`src/rtl/fetch_pkg.sv`:
```
// Shared types and constants for the instruction fetch stage.
package fetch_pkg;

  localparam int unsigned INSTR_BYTES = 4;

  typedef enum logic {
    RUN,
    HALT
  } fetch_state_t;

  typedef struct packed {
    logic [31:0] pc;
    logic [31:0] instr;
  } fetch_entry_t;

endpackage

```
`src/rtl/fetch_fifo.sv`:
```
// Synchronous FIFO of fetched {pc, instr} entries; flush wins over push,
// and push/pop may happen together even when full.
module fetch_fifo
  import fetch_pkg::*;
#(
  parameter int unsigned DEPTH = 2
) (
  input  logic                       clk,
  input  logic                       rst,
  input  logic                       push,
  input  fetch_entry_t               push_data,
  input  logic                       pop,
  input  logic                       flush,
  output fetch_entry_t               head,
  output logic                       full,
  output logic                       empty,
  output logic [$clog2(DEPTH):0]     count
);

  localparam int unsigned AW = $clog2(DEPTH);

  fetch_entry_t   mem [DEPTH];
  logic [AW-1:0]  wptr;
  logic [AW-1:0]  rptr;
  logic           do_push;
  logic           do_pop;

  assign full    = (count == (AW+1)'(DEPTH));
  assign empty   = (count == '0);
  assign do_pop  = pop & ~empty;
  assign do_push = push & (~full | do_pop);
  assign head    = mem[rptr];

  always_ff @(posedge clk) begin
    if (rst) begin
      wptr  <= '0;
      rptr  <= '0;
      count <= '0;
      for (int unsigned i = 0; i < DEPTH; i++) begin
        mem[i] <= '0;
      end
    end else if (flush) begin
      wptr  <= '0;
      rptr  <= '0;
      count <= '0;
    end else begin
      if (do_push) begin
        mem[wptr] <= push_data;
        wptr      <= wptr + 1'b1;
      end
      if (do_pop) begin
        rptr <= rptr + 1'b1;
      end
      if (do_push && !do_pop) begin
        count <= count + 1'b1;
      end else if (!do_push && do_pop) begin
        count <= count - 1'b1;
      end
    end
  end

endmodule

```
`src/rtl/fetch_unit.sv`:
```
// Instruction fetch stage: PC, ROM addressing, legality check, fault
// latching and the instruction buffer toward decode.
module fetch_unit
  import fetch_pkg::*;
#(
  parameter int unsigned ROM_SIZE   = 64,
  parameter logic [31:0] RESET_PC   = 32'h0,
  parameter int unsigned FIFO_DEPTH = 2
) (
  input  logic        clk,
  input  logic        rst,
  output logic [31:0] imem_addr,
  input  logic [31:0] imem_data,
  input  logic        redirect_valid,
  input  logic [31:0] redirect_pc,
  output logic        out_valid,
  input  logic        out_ready,
  output logic [31:0] out_instr,
  output logic [31:0] out_pc,
  output logic        fault,
  output logic [31:0] fault_pc
);

  localparam int unsigned CW = $clog2(FIFO_DEPTH) + 1;

  fetch_state_t   state;
  logic [31:0]    pc;
  logic           pc_legal;
  logic           pop;
  logic           push;
  logic           buf_full;
  logic           buf_empty;
  logic [CW-1:0]  buf_count;
  fetch_entry_t   head;
  fetch_entry_t   new_entry;

  assign imem_addr = {2'b00, pc[31:2]};
  assign pc_legal  = (pc[1:0] == 2'b00) && (imem_addr < 32'(ROM_SIZE));

  assign out_valid = ~buf_empty;
  assign out_instr = head.instr;
  assign out_pc    = head.pc;
  assign pop       = out_valid & out_ready;

  // A pop in the same cycle frees a slot, so a full buffer still accepts.
  assign push      = (state == RUN) & pc_legal & ~redirect_valid & (~buf_full | pop);
  assign new_entry = '{pc: pc, instr: imem_data};

  fetch_fifo #(
    .DEPTH (FIFO_DEPTH)
  ) u_fifo (
    .clk       (clk),
    .rst       (rst),
    .push      (push),
    .push_data (new_entry),
    .pop       (pop),
    .flush     (redirect_valid),
    .head      (head),
    .full      (buf_full),
    .empty     (buf_empty),
    .count     (buf_count)
  );

  always_ff @(posedge clk) begin
    if (!rst) begin
      assert (buf_count <= CW'(FIFO_DEPTH));
    end
  end

  always_ff @(posedge clk) begin
    if (rst) begin
      state    <= RUN;
      pc       <= RESET_PC;
      fault    <= 1'b0;
      fault_pc <= '0;
    end else if (redirect_valid) begin
      state <= RUN;
      pc    <= redirect_pc;
      fault <= 1'b0;
    end else if (state == RUN) begin
      if (!pc_legal) begin
        state    <= HALT;
        fault    <= 1'b1;
        fault_pc <= pc;
      end else if (push) begin
        pc <= pc + 32'(INSTR_BYTES);
      end
    end
  end

endmodule

```
`config.mk`:
```
export PLATFORM = sky130hd
export DESIGN_NAME = fetch_unit
export DESIGN_NICKNAME = d
export VERILOG_FILES = /design/src/rtl/fetch_pkg.sv /design/src/rtl/fetch_fifo.sv /design/src/rtl/fetch_unit.sv
export SDC_FILE = /design/constraint.sdc
export NUM_CORES = 1
export LEC_CHECK = 0
export BUFFER_PORTS_ARGS = -buffer_cell sky130_fd_sc_hd__clkbuf_2
export CORE_ASPECT_RATIO = 0.5
export CORE_MARGIN = 2
export CORE_UTILIZATION = 35
export CTS_CLUSTER_SIZE = 14
export DETAILED_ROUTE_END_ITERATION = 8
export PLACE_DENSITY = 0.68
export SLEW_MARGIN = 40
export SYNTH_ARGS = -nofsm -noshare
export SYNTH_HDL_FRONTEND = slang
export SYNTH_SLANG_ARGS = --single-unit
```
`constraint.sdc`:
```
create_clock -name clk -period 3.5 [get_ports clk]
set_input_delay 0.175 -clock clk [delete_from_list [all_inputs] [get_ports clk]]
set_output_delay 0.175 -clock clk [all_outputs]
set_load 0.1 [all_outputs]
```
# Word-level counts from Yosys, hierarchy flattened
# Memories as Yosys holds them, arrays and structs flattened. A register that Yosys moved wholly into a read port is not among the register bits.
# Index checks and enable logic that the tools add are counted.
# word_totals
wordCells	63
in_bits	68
ff_bits	70
memories	1
ram_bits	128
out_inout_bits	130
# memory_table
memory	depth	width	read_ports	rd_clocked_by_memory_dff	write_ports	line	source
u_fifo.mem	2	64	1	1	2	fetch_fifo.sv:22	fetch_entry_t mem [DEPTH];
# classes
reduce_logical	15
add_sub_neg	5
mux	19
n_lt_le_gt_ge	1
n_bitwise	13
n_eq_ne	2
# op_table
op	n
32-bit 2-to-1 mux	4
64-bit 2-to-1 mux	1
64-bit OR reduction	1
32-bit by 3-bit adder with 32-bit output, second input constant	1
30-bit by 7-bit less-than comparator with 1-bit output, second input constant	1
1-bit 2-to-1 mux	12
1-bit bitwise AND	6
3-bit AND reduction	2
2-bit nonzero test	3
1-bit NOT	5
2-bit logical NOT	2
2-bit 2-to-1 mux	2
1-bit logical AND	3
1-bit adder, second input constant	2
2-bit by 1-bit adder with 2-bit output, second input constant	1
2-bit == test, second input constant	1
1-bit logical NOT	2
2-bit inequality test, second input constant	1
1-bit OR	2
2-bit AND reduction	1
2-bit OR reduction	1
2-bit by 1-bit subtractor with 2-bit output, second input constant	1

# Depth between registers and ports, before layout
# depth
depth_word	12
mapped_depth	9
ltp_nobuf	8

# By module
# Synthesis repeated with hierarchy kept, for this count alone.
# unflattened
hier_cells	700
hier_area_um2	8989.9
# modules_own_cells
module	cells_per_inst	area_each_um2	n_inst	seq_area_each_um2
fetch_fifo	368	5824.3	1	3943.8
fetch_unit	332	3165.5	1	1321.3

# Worst setup path before layout
# No wires, ideal clock.
# synth_path
path_type	register to register
from	register pc[16]
to	memory u_fifo.mem[0][0] (netlist name), enable pin
path_buffers	1
period_less_slack_ps	3184
setup_ps	421
required_time_ps	3079
stages_incl_launch_ff	7
path_slack_ps	316
arrival_time_ps	2763
cell_sequence	dfxtp_1 > nor4_2 > nand4_2 > nor3b_2 > buf_6 > and2_1 > a21o_1
# synth_rtl
element	line	source
start: declaration	fetch_unit.sv:27	logic [31:0] pc;
start signal: assignment	fetch_unit.sv:78	pc <= redirect_pc;
start signal: assignment	fetch_unit.sv:86	pc <= pc + 32'(INSTR_BYTES);
end: declaration	fetch_fifo.sv:22	

# Worst setup path in the final report
# layout_path
from	register pc[31]
to	register u_fifo.count[1]
# layout_via
elab_chain_cells	9
elab_cells_between_ends	11
classes_between	1 x order compare; 1 x mux; 4 x bitwise; 5 x reduce/logical
# layout_lines
element	line	source
30-bit by 7-bit less-than comparator with 1-bit output *	fetch_unit.sv:38	assign pc_legal = (pc[1:0] == 2'b00) && (imem_addr < 32'(ROM_SIZE));
1-bit logical AND *	fetch_unit.sv:38	
1-bit bitwise AND * (3 in a row)	fetch_unit.sv:46	assign push = (state == RUN) & pc_legal & ~redirect_valid & (~buf_full | pop);
1-bit bitwise AND *	fetch_fifo.sv:31	assign do_push = push & (~full | do_pop);
net u_fifo.do_push	fetch_fifo.sv:25	logic do_push;
1-bit logical NOT	fetch_fifo.sv:56	end else if (!do_push && do_pop) begin
1-bit logical AND	fetch_fifo.sv:56	
2-bit nonzero test (no line)	--	
end signal: assignment	fetch_fifo.sv:55	count <= count + 1'b1;
end signal: assignment	fetch_fifo.sv:57	count <= count - 1'b1;
end: declaration	fetch_fifo.sv:17	output logic [$clog2(DEPTH):0] count
# The timed path passes the listed nets; every way through them passes the cells marked *.
# A chain may end at the register's enable or synchronous reset.

==> results.md <==
- Run status: finished clean
- Setup Skew: 0.00878 ns
- CP max FO: 11
- Post-synth EDFFs: 128
- Final Hold Fails: 0
- Maxcap violations: 0
- Num Clock Sinks: 199
- Nets: 903
- Antenna Nets Post-Route: 0
- Fmax achieved: 390 MHz
- Peak supply drop: 0.391 mV
- Die Y: 111 um
- Static Leak: 4.49 nW
- Cell row count: 39
- Fraction of layout cells with a size suffix above 1: 36.8%
- Multiplexer share of the synthesized area: 13.9%
- Post-DP HPWL: 11.6 mm
- Main combinational cell family by area after synthesis: multiplexers
- Residual DRC count: 0
- Final period utilization: 73.3%
- Synth cell types: 47
- DR vias: 5125
- Sequential fraction of the synthesis area: 65.1%
- Largest net degree at the start of global routing: 65
- Vias in the first global route: 5325
- Arrival @ worst endpoint: 2.94 ns
- RSZ-0062 raised after global routing: false
- I/O Buffers: 195
- Delay of the slowest critical-path stage: 0.39 ns
- Ys Warns: 0
- Worst-path cell chain: nor4_2, nand4_2, nor3b_2, buf_4, and2_1, ha_1, or3_1, a21oi_1
- Syn Area/Cell: 14.0 um^2
- Die ar.: 24400 um^2
- Clk root buf: clkbuf_16
- Post-Route Utilization: 45.8%
- Rel. slew slack: 54.8%
- Startpoint Class: flip-flop
- Total Power: 5.59 mW
- CP Capture Type: flip-flop
- DRT Pass-1 Iters: 4
- Post-Synth Adder-Cell Area: 0.310%
- Initial antenna violation count: 0
- Fillcell total: 2076
- Pwr/cell area: 537 nW/um^2
- Non-filler instance count after layout: 1153
- Critical path's top delay family: simple AND/OR/NAND/NOR gates
- Top Ports: 198
- Longest Clk Path Bufs: 2
- Num CTS Buffers: 17
- Gpl congestion: 0.713
- Drt initial violations: 208
- Top FF cell, synth: edfxtp_1
- CORE AREA: 22700 um^2
- Die Wd: 219 um
- Cells after DPL: 1079
- Worst-margin pin slew: 0.678 ns
- CTS tree: built
- Complex-gate fraction of the synthesized area: 3.47%
- Setup_tns: 0 ns
- GRT overflow: 0
- Synth Register Bits: 199
- Clock-pin transition on the worst setup and hold timing paths: 0.07 ns
- Antenna Diode Count: 0
- Total Routing Usage GR: 15.1%
- Detailed Route WL: 18.0 mm
- Crit path max-delay cell type: nor4_2
- Cell Area, Synth: 8090 um^2
- Simple-gate share of the synthesized area: 11.4%
- Asr flop ratio synth: 0%
- Clk_lat worst skew: 0.44 ns
- First-pass GRT wire length: 28.0 mm
- Worst Hold Class: input port to flip-flop
- Critical Path RT: 3.87 ns
- Initial Utilization: 35.6%
- Post-Synthesis Cells: 576
- Wire per inst: 15.6 um
- Worst Path Buf+Inv: 1
- XOR/XNOR Fraction of Synth Area: 0.650%
- Layout area overhead: 28.8%
- H-tree Lvls: 4
- Via density: 4.44
- Final setup viols: 0
- Setup CP Type: flip-flop to flip-flop
- Final slew viol count: 0
- Final min period: 2.57 ns
[cell usage after synthesis (all sizes together), types with 7 or more instances]
library cell,count,area share (%)
edfxtp,128,48
mux2,64,8.9
and2,77,6.0
nand2,8,0.37
clkbuf,19,0.91
buf,42,4.1
a22o,18,1.9
nor4,7,0.77
dfxtp,71,18
mux2i,40,5.0
nor2,55,2.6
[layer usage]
| metal | track usage (%) | part of all wire, % | routed length, um | vias up |
|---|---|---|---|---|
| met5 | 0 | 0 | 0 | - |
| met3 | 4.23 | 3.8 | 681 | 23 |
| met2 | 27.1 | 53 | 9600 | 97 |
| met4 | 5.63 | 1.7 | 306 | 0 |
| li1 | - | - | - | 2479 |
| met1 | 17.2 | 41 | 7460 | 2526 |
[metrics by stage]
stage	area, um^2	hold WS (ns)	worst slack (ns)
4_1_cts	10400	0.00167	0.917
6_report	10400	0.0260	0.933
3_3_place_gp	9380	0.378	1.01
2_1_floorplan	8280	0.284	0.316
5_1_grt	10400	0.0109	0.764
3_5_place_dp	9390	0.381	0.948
[worst paths after layout]
| check | start | end | slack, ns | cells past startpoint |
|---|---|---|---|---|
| setup reg to reg | pc[31] | u_fifo.count[1] | 0.93 | 8 |
| hold / removal | imem_data[3] | u_fifo.mem[1][3] | 0.03 | 2 |
| setup / recovery | pc[31] | u_fifo.count[1] | 0.93 | 8 |
| hold reg to reg | fault | fault | 0.48 | 1 |
[flip-flops by register name, summed over array words and instances, names as in the netlist, named ones only]
name and cells:
fault 1, fault_pc 32, pc 32, state 1
u_fifo.count 2, u_fifo.mem 128, u_fifo.rptr 1, u_fifo.wptr 1
[placed cells by master, fill, tap and decap left out, types with 5 or more instances in the layout]
cell and instances:
a22o_1 18, clkbuf_2 195, mux2i_1 40, conb_1 54, mux2_2 64, nand2_1 8
and2_1 77, dfxtp_1 70, clkbuf_16 17, buf_12 5, edfxtp_1 128, dlygate4sd3_1 42
nor2_1 53
[cell families (layout without fill, tap and decap cells)]
family                     count (synthesis)  in the layout
buffers and inverters                     65            282
DFF                                      199            199
other                                      1             54
xor gates and xnor gates                   6              6
AOI/OAI and AO/OA                         33             33
and+or+nand+nor                          166            166
adders and majority gates                  2              2
muxes                                    104            104
[cell type report]
class | count | area [um^2] | share of cell area [%]
clock buffers | 19 | 433 | 4.16
clock inverters | 13 | 178 | 1.71
inverters | 4 | 15.0 | 0.144
multi-input cells | 365 | 2620 | 25.1
flip-flops and latches | 199 | 5270 | 50.6
well taps | 307 | 384 | 3.69
repair buffers | 246 | 1530 | 14.7
[where the power goes]
part	internal (mW)	total [mW]	switching (mW)
registers	2.61	2.66	0.0576
clock network	1.19	2.05	0.857
logic	0.186	0.876	0.690
[repair_timing]
action / CTS / global route
buffers inserted: 0 / 0
endpoints found under the setup margin: 0 / 0
hold endpoints to repair: 45 / 0
gates resized for setup: 0 / 0
hold buffers: 42 / 0
No activity file was read; power rests on OpenSTA's default activity.
